$ cat src/rtl/toggle3pos_debounce.sv
// Debouncer for the 2-bit code of a 3-position toggle: two-flop synchronizer, then an
// ena-paced run counter that accepts a position after STABLE_TICKS equal samples.
module toggle3pos_debounce #(
  parameter int STABLE_TICKS = 8,
  parameter int CNT_W        = 16
) (
  input  logic       clk,
  input  logic       rst_n,
  input  logic       ena,
  input  logic [1:0] in,
  output logic [1:0] out,
  output logic       chg,
  output logic       up,
  output logic       dn,
  output logic       fault
);

  localparam logic [1:0]       POS_CENTER = 2'b01;
  localparam logic [1:0]       POS_BAD    = 2'b11;
  localparam logic [CNT_W-1:0] CNT_SAT    = CNT_W'(STABLE_TICKS - 1);
  localparam logic [CNT_W-1:0] CNT_ACC    = CNT_W'(STABLE_TICKS - 2);

  logic [1:0]       s1_q, s2_q;
  logic [1:0]       cand_q, cand_d;
  logic [1:0]       out_q, out_d;
  logic [CNT_W-1:0] cnt_q, cnt_d;
  logic             chg_q, chg_d;
  logic             up_q, up_d;
  logic             dn_q, dn_d;
  logic             fault_q, fault_d;

  always_comb begin
    cand_d  = cand_q;
    cnt_d   = cnt_q;
    out_d   = out_q;
    fault_d = fault_q;
    chg_d   = 1'b0;
    up_d    = 1'b0;
    dn_d    = 1'b0;
    if (ena) begin
      if (s2_q != cand_q) begin
        cand_d = s2_q;
        cnt_d  = '0;
        if (cand_q == POS_BAD) fault_d = 1'b0;
      end else if (cnt_q < CNT_SAT) begin
        cnt_d = cnt_q + 1'b1;
        // The step from STABLE_TICKS-2 to saturation is the one and only acceptance point of a run.
        if (cnt_q == CNT_ACC) begin
          if (cand_q == POS_BAD) begin
            fault_d = 1'b1;
          end else if (cand_q != out_q) begin
            out_d = cand_q;
            chg_d = 1'b1;
            up_d  = (cand_q < out_q);
            dn_d  = (cand_q > out_q);
          end
        end
      end
    end
  end

  always_ff @(posedge clk) begin
    if (!rst_n) begin
      s1_q    <= POS_CENTER;
      s2_q    <= POS_CENTER;
      cand_q  <= POS_CENTER;
      out_q   <= POS_CENTER;
      cnt_q   <= CNT_SAT;
      chg_q   <= 1'b0;
      up_q    <= 1'b0;
      dn_q    <= 1'b0;
      fault_q <= 1'b0;
    end else begin
      s1_q    <= in;
      s2_q    <= s1_q;
      cand_q  <= cand_d;
      out_q   <= out_d;
      cnt_q   <= cnt_d;
      chg_q   <= chg_d;
      up_q    <= up_d;
      dn_q    <= dn_d;
      fault_q <= fault_d;
    end
  end

  assign out   = out_q;
  assign chg   = chg_q;
  assign up    = up_q;
  assign dn    = dn_q;
  assign fault = fault_q;

endmodule

$ cat config.mk
export PLATFORM = sky130hd
export DESIGN_NAME = toggle3pos_debounce
export DESIGN_NICKNAME = d
export VERILOG_FILES = /design/src/rtl/toggle3pos_debounce.sv
export SDC_FILE = /design/constraint.sdc
export NUM_CORES = 1
export LEC_CHECK = 0
export ABC_AREA = 0
export CAP_MARGIN = 10
export CORE_MARGIN = 1.5
export CORE_UTILIZATION = 57
export CTS_CLUSTER_DIAMETER = 80
export DETAILED_ROUTE_END_ITERATION = 10
export GPL_TIMING_DRIVEN = 0
export HOLD_SLACK_MARGIN = 0.15
export MAX_ROUTING_LAYER = met4
export PLACE_DENSITY = 0.9
export SYNTH_ARGS = -nofsm -noshare
export SYNTH_HDL_FRONTEND = slang
export SYNTH_SLANG_ARGS = --single-unit
$ cat constraint.sdc
create_clock -name clk -period 2.7 [get_ports clk]
set_clock_uncertainty 0.05 [all_clocks]
set_input_delay 0.675 -clock clk [delete_from_list [all_inputs] [get_ports clk]]
set_output_delay 0.675 -clock clk [all_outputs]
set_load 0.03 [all_outputs]
== After elaboration in Yosys (flattened, before gate mapping) ==
Index checks and enable logic that the tools add are counted.

* Register bits: 28
* Latch bits: 0
* Memory bits (writable): 0
* ROM bits: 0
* Output and inout port bits: 6
* Word-level logic and storage cells: 40
* Memories kept: 0

* Add/sub/neg operators: 1
* Multipliers: 0
* Div/mod/pow operators: 0
* Magnitude comparators: 3
* Eq/ne operators: 4
* Shift-type cells: 0
* Mux-type cells: 8
* Bitwise logic cells: 7
* Reductions and logical operators: 8

{| class="wikitable"
|+ Operators with widths
! cell !! count
|-
| $mux 16 || 2
|-
| $add 16x1->16 const B || 1
|-
| $eq 16x3->1 const B || 1
|-
| $lt 16x3->1 const B || 1
|-
| $not 1->1 || 7
|-
| $reduce_or 7->1 || 1
|-
| $mux 1 || 6
|-
| $reduce_and 6->1 || 1
|-
| $reduce_or 6->1 || 1
|-
| $ne 2x2->1 || 2
|-
| $reduce_and 2->1 || 2
|-
| $reduce_and 4->1 || 1
|-
| $reduce_bool 2->1 || 2
|-
| $eq 2x2->1 const B || 1
|-
| $gt 2x2->1 || 1
|-
| $lt 2x2->1 || 1
|}

== Depth between registers and ports, before layout ==
Gate-level depths: netlist (run 1).

* Depth in word-level cells: 5
* Depth in mapped cells: 7
* Mapped depth without buffers: 7

== Least setup slack after synthesis (run 1) ==
Ideal clock, no wire load.

* Path kind: register to register
* From: register cnt_q[8]
* To: register fault_q, in the netlist fault
* Library setup time: 0.061 ns
* Arrival: 1.507 ns
* Required time: 2.589 ns
* Setup slack: 1.082 ns
* Cell stages (with the launch flop): 6
* Buffers on the path: 0
* Clock period less this slack: 1.618 ns
* Cells stage by stage: dfxtp_1 or4_4 nor3b_4 nand2_2 nor3_2 o221a_1

* Cells in the longest elaborated chain, start to end: 3
* Elaborated cells between the ends (all ways): 5
* Those cells by class: order compare: 1; eq/ne: 1; reduce/logical: 3

{| class="wikitable"
|+ RTL lines
! element !! RTL line !! source
|-
| start, declared || 26 || <nowiki>logic [CNT_W-1:0] cnt_q, cnt_d;</nowiki>
|-
| start signal, assigned || 78 || <nowiki>cnt_q <= cnt_d;</nowiki>
|-
| $lt 16x3->1 / $eq 16x3->1 (equally long branches) || 45, 48 ||
|-
| $reduce_bool 2->1 (no source line) || n/a ||
|-
| $reduce_and 4->1 (no source line) (*) || n/a ||
|-
| end signal, assigned || 82 || <nowiki>fault_q <= fault_d;</nowiki>
|-
| end, declared || 30 || <nowiki>logic fault_q, fault_d;</nowiki>
|}

Mark *: on every way between the ends. The rest lies on a longest branch, timed or not.
A chain may end at the register's enable or synchronous reset.

== Worst setup path in the final report (run 1) ==
* From: register out_q[1], in the netlist out[1]
* To: output out[1]

{| class="wikitable"
|+ RTL lines
! element !! RTL line !! source
|-
| start, declared || 25 || <nowiki>logic [1:0] out_q, out_d;</nowiki>
|-
| start signal, assigned || 77 || <nowiki>out_q <= out_d;</nowiki>
|-
| end, declared || 11 || <nowiki>output logic [1:0] out,</nowiki>
|}

No word-level cell between the ends.

==> impl_metrics.ini, run 1 <==
[worst_hold_path]
min_to = s2_q[0]$_SDFF_PN1_
hold_depth = 1
hold_class = reg2reg
worstHoldStart = s1_q[0]$_SDFF_PN1_

[clock_network]
ctsHoldBuffers = 0
clockBufferDepth = 2
numCtsBuffers = 3
cts_setup_buffers = 0
root_buffer = clkbuf_4
cts_tree = built
clk_latency_ps = 310
clkTransAtPathRegs_ps = 150
htreeDepth = 1
post_cts_resized = 0
clock-sinks = 28

[setup_path]
critPathBufInv = 1
crit_chain = clkdlybuf4s50_1
critPathKind = reg2out
end_kind = output port
cp_slowest_stage_delay_ps = 680
r2r_slack_ps = 1000
critPathTopFamily = buffers and inverters
worstRegToRegCells = 5
critPathMaxFanout = 3
reg2reg_from = cnt_q[8]$_SDFFE_PN0P_
arrival_ps = 1380
slowest_stage = clkdlybuf4s50_1
worst-endpoint-required_ps = 1980
cp.depth = 1
r2r_end = out[1]$_SDFFE_PN0P_
start_kind = flip-flop

[routing]
via_per_inst = 5.24
postRouteAntennaNets = 0
wl_per_cell_um = 12.0
vias = 749
drc = 0
firstDrtPassIters = 4
first_iter_violations = 6
wirelength_um = 1720

[synth]
synthFlopType = dfxtp_1
syn-instance-count = 104
async_flop_share_pct = 0
syn_area_per_cell_um2 = 10.2
syn_area_um2 = 1060
yosys-top-cells-count = dfxtp_1 (28), and3_1 (12), nand2_1 (7), inv_1 (6)
synth_edf_count = 0
ys_seq_area_share_pct = 52.6
netlist_top_cells_area = dfxtp_1 (53%), and3_1 (7.1%), ha_1 (4.7%), and2_1 (2.9%), mux2i_1 (2.8%)
synth_most_common_cell = dfxtp_1
synth.top_cell.area_share_pct = 52.6
synth_nets = 113
synth_area_leader_cell = dfxtp_1
synth-seq-cells = 28
yosysWarningCount = 0
synthDistinctLibCells = 27

[layout]
antenna_cells = 0
layout.nets = 128
drive_above_1_share_pct = 10.2
area_growth_pct = 17.3
final_cells = 143

[floorplan]
coreArea_um2 = 1750
die-area_um2 = 2140
die_w_um = 46.2
ios = 11
initial_core_util_pct = 61.0
fp-row-count = 15
die_y_um = 46.2

[timing]
setup_viol = 0
slew_violations = 0
slew_headroom_pct = 74.2
rsz0062_at_grt = false
tightest_slew_ps = 383
finalSetupTns_ps = 0
min_period_ps = 2100
final-hold-violation-count = 0
fin_crit_sh_pct = 77.9
fmax_ghz = 0.475

[grt]
antenna_found_initial = 0
grt_max_degree = 17
groute.usage.overall_pct = 19.0
grt_pass1_wl_um = 2810
grt_remaining_overflow = 0
grt_pass1_vias = 707

[run]
drv_cap = 0

[power_and_ir_drop]
peakVddDrop_uv = 621
p_per_area_nw_per_um2 = 634
p_total_w = 0.000792
p_leak_nw = 0.575

[placement]
hpwl_um = 1390
gp_congestion = 0.804
place_inst = 139
port-buffer-count = 10

[outcome]
outcome = finished, final reports clean
## how the worst max path moves through the flow
stage                          startpoint                  to  slack [ps]
floorplan           cnt_q[8]$_SDFFE_PN0P_  fault$_SDFFE_PN0P_        1080
global placement                      ena       up$_SDFF_PP0_         510
detailed placement                    ena       up$_SDFF_PP0_         480
CTS                   out[0]$_SDFFE_PN1P_              out[0]         590
global route          out[1]$_SDFFE_PN0P_              out[1]         550
finish                out[1]$_SDFFE_PN0P_              out[1]         600
## cell usage in the layout, fill, tap and decap left out, types with 2 or more instances in the layout
cell type,Yosys,final
o211ai_1,2,2
nand2b_1,2,2
clkbuf_4,0,3
ha_1,4,4
or4_4,2,2
and2_1,5,5
dfxtp_1,28,28
nor2_1,4,4
nand4_1,3,3
and3_2,2,2
a21oi_1,3,3
nand2_1,7,7
mux2i_1,3,3
clkdlybuf4s50_1,0,10
clkbuf_1,2,2
o21ai_0,5,5
and3_1,12,12
inv_1,6,6
xnor2_1,2,2
nor2b_1,3,3
## state kept, by name, summed over array words and instances (netlist names)
| signal | count |
|---|---|
| up | 1 |
| chg | 1 |
| out | 2 |
| fault | 1 |
| dn | 1 |
| s1_q | 2 |
| cnt_q | 16 |
| s2_q | 2 |
| cand_q | 2 |
## power breakdown
group,leakage [nW],internal (W),switching (W)
sequential,0.228,0.000428,0.0000112
combinational,0.319,0.0000431,0.0000484
clock,0.0279,0.000150,0.000112
## cell families after synthesis
logic type / after synthesis / share of synthesized area [%]
adder cells (fa/ha/maj): 4 / 4.70
AO/OA/AOI/OAI: 12 / 7.05
buffers and inverters: 9 / 3.88
multiplexers: 3 / 2.82
XOR/XNOR: 2 / 1.65
flip-flops: 28 / 52.6
AND/OR/NAND/NOR: 46 / 27.3
## cell type report
class / instances / area, um^2
Fill cell: 141 / 497
Clock buffer: 3 / 22.5
Buffer: 3 / 18.8
Inverter: 6 / 22.5
Sequential cell: 28 / 561
Multi-Input combinational cell: 67 / 463
Clock inverter: 1 / 30.0
Tap cell: 25 / 31.3
Timing Repair Buffer: 10 / 100
## metal layers
layer / global-route usage (%) / share of wire [%] / up-vias
li1: - / - / 390
met1: 21.1 / 45 / 350
met2: 34.7 / 53 / 7
met3: 2.35 / 1.7 / 2
met4: 6.29 / 0.70 / 0
met5: - / 0 / -
## metrics by stage
step / hold WS [ps] / utilization (%) / worst slack, ps / instance area, um^2
after global placement: 342 / 68.5 / 511 / 1200
after floorplan: 336 / - / 1080 / 1060
after detailed placement: 350 / 68.5 / 475 / 1200
after CTS: 383 / 71.5 / 590 / 1250
after global routing: 397 / 71.5 / 550 / 1250
final: 382 / 71.5 / 597 / 1250
Power figures use the tool's default switching activity.
==> inputs of run 2 (changes only) <==
Settings changed: CORE_UTILIZATION 57 to 48, PLACE_DENSITY 0.9 to 0.82.
Clock period 2.7 ns to 1.75 ns, I/O delays scaled along.
==> impl_metrics.ini, run 2 (synthesis results as in run 1) <==
[outcome]
outcome = finished, violations left
failed_checks = setup timing

[timing]
fmax_ghz = 0.559
fin_crit_sh_pct = 102
final-hold-violation-count = 0
finalSetupTns_ps = -38.3
slew_violations = 0
rsz0062_at_grt = true
setup_viol = 1
slew_headroom_pct = 72.3
worst_slack_ps = -38.3
min_period_ps = 1790
tightest_slew_ps = 411

[setup_path]
end_kind = flip-flop
crit_chain = or4_4 > nor3b_4 > nand4_1 > mux2i_1 > nor2b_1
critPathMaxFanout = 3
worst-endpoint-required_ps = 1940
critPathBufInv = 0
cp_slowest_stage_delay_ps = 550
arrival_ps = 1980
critPathKind = reg2reg
critPathTopFamily = simple AND/OR/NAND/NOR gates
start_kind = flip-flop
slowest_stage = or4_4

[placement]
hpwl_um = 1360
dpl_cell_area_um2 = 1200
port-buffer-count = 10
place_inst = 141
gp_congestion = 0.757

[grt]
grt_remaining_overflow = 0
grt_pass1_vias = 773
grt_max_degree = 15
groute.usage.overall_pct = 17.0
antenna_found_initial = 0
grt_pass1_wl_um = 3170

[clock_network]
htreeDepth = 1
numCtsBuffers = 3
clock-sinks = 28
cts_setup_buffers = 0
ctsHoldBuffers = 0
clkTransAtPathRegs_ps = 140
root_buffer = clkbuf_4
clockBufferDepth = 2
clk_latency_ps = 330
cts_tree = built

[power_and_ir_drop]
p_leak_nw = 0.585
power.share.combinational_pct = 14.4
p_per_area_nw_per_um2 = 892
seq_power_share_pct = 62.1
p_sw_w = 0.000277
peakVddDrop_uv = 520
internal_power_w = 0.000813
switching_share_pct = 25.4
p_clk_share_pct = 23.5

[layout]
layout.nets = 128
final_cells = 144
fin_area_um2 = 1220
area_growth_pct = 14.8
drive_above_1_share_pct = 12.8
final_cell_mix = dfxtp_1 (26), and3_1 (11), nand2_1 (7), inv_1 (6), dlygate4sd2_1 (6)
antenna_cells = 0
layout_commonest_cell = dfxtp_1
largest_reg_flops = 16
regMostFlops = cnt_q

[floorplan]
initial_core_util_pct = 52.7
fp-row-count = 16
coreArea_um2 = 2020
die-area_um2 = 2510
die_y_um = 50.1
ios = 11
die_w_um = 50.1

[routing]
postRouteAntennaNets = 0
via_per_inst = 5.47
wl_per_cell_um = 13.0
vias = 787
first_iter_violations = 32
firstDrtPassIters = 4
drc = 0
wirelength_um = 1870

[worst_hold_path]
hold_class = reg2reg

[run]
drv_cap = 0
## run 2: cell types whose count changed in the layout (fill, tap and decap cells not counted), moves of 2 or more
cell             previous run  this run
dfxtp_2                     0         2
dfxtp_1                    28        26
o21ai_0                     5         3
o21ai_1                     0         2
dlygate4sd2_1               0         6
clkdlybuf4s50_1            10         4
## run 2: worst paths after layout
check / from / slack [ps] / cells after the start / endpoint
worst min register to register: s1_q[0]$_SDFF_PN1_ / 390 / 1 / s2_q[0]$_SDFF_PN1_
worst min-delay path: s1_q[0]$_SDFF_PN1_ / 390 / 1 / s2_q[0]$_SDFF_PN1_
worst max register to register: cnt_q[11]$_SDFFE_PN0P_ / -40 / 5 / out[1]$_SDFFE_PN0P_
worst max-delay path: cnt_q[11]$_SDFFE_PN0P_ / -40 / 5 / out[1]$_SDFFE_PN0P_
## run 2: cell type report
cell class                      instances  area (um^2)
Buffer                                  3         20.0
Clock buffer                            3         22.5
Fill cell                             170          800
Inverter                                6         22.5
Multi-Input combinational cell         67          468
Sequential cell                        28          563
Tap cell                               27         33.8
Timing Repair Buffer                   10         92.6
## run 2: through the flow
step / utilization, % / hold slack, ps / setup slack [ps] / power [W]
3_3_place_gp: 59.3 / 340 / -227 / 0.000826
2_1_floorplan: - / 336 / 132 / 0.000793
3_5_place_dp: 59.3 / 362 / -277 / 0.000838
4_1_cts: 60.0 / 393 / 10.0 / 0.00109
6_report: 60.5 / 385 / -38.3 / 0.00109
5_1_grt: 60.5 / 403 / -97.0 / 0.00114
## run 2: timing repair
item	in CTS	in global routing
resized for setup	6	7
cloned	0	0
setup endpoints to repair	7	10
pin swaps	2	8
## run 2: power groups by stage
stage / clock [W] / sequential [W] / combinational [W]
after floorplan: 0 / 0.000688 / 0.000106
after global placement: 0 / 0.000689 / 0.000137
after detailed placement: 0 / 0.000690 / 0.000147
after CTS: 0.000261 / 0.000676 / 0.000148
after global routing: 0.000286 / 0.000679 / 0.000178
final: 0.000256 / 0.000676 / 0.000157
## run 2: metal layers
metal  GRT usage (%)  part of all wire (%)
met5               -                     0
met4            8.33                   2.7
met1            19.2                    41
met2            28.9                    50
met3            2.73                   6.0
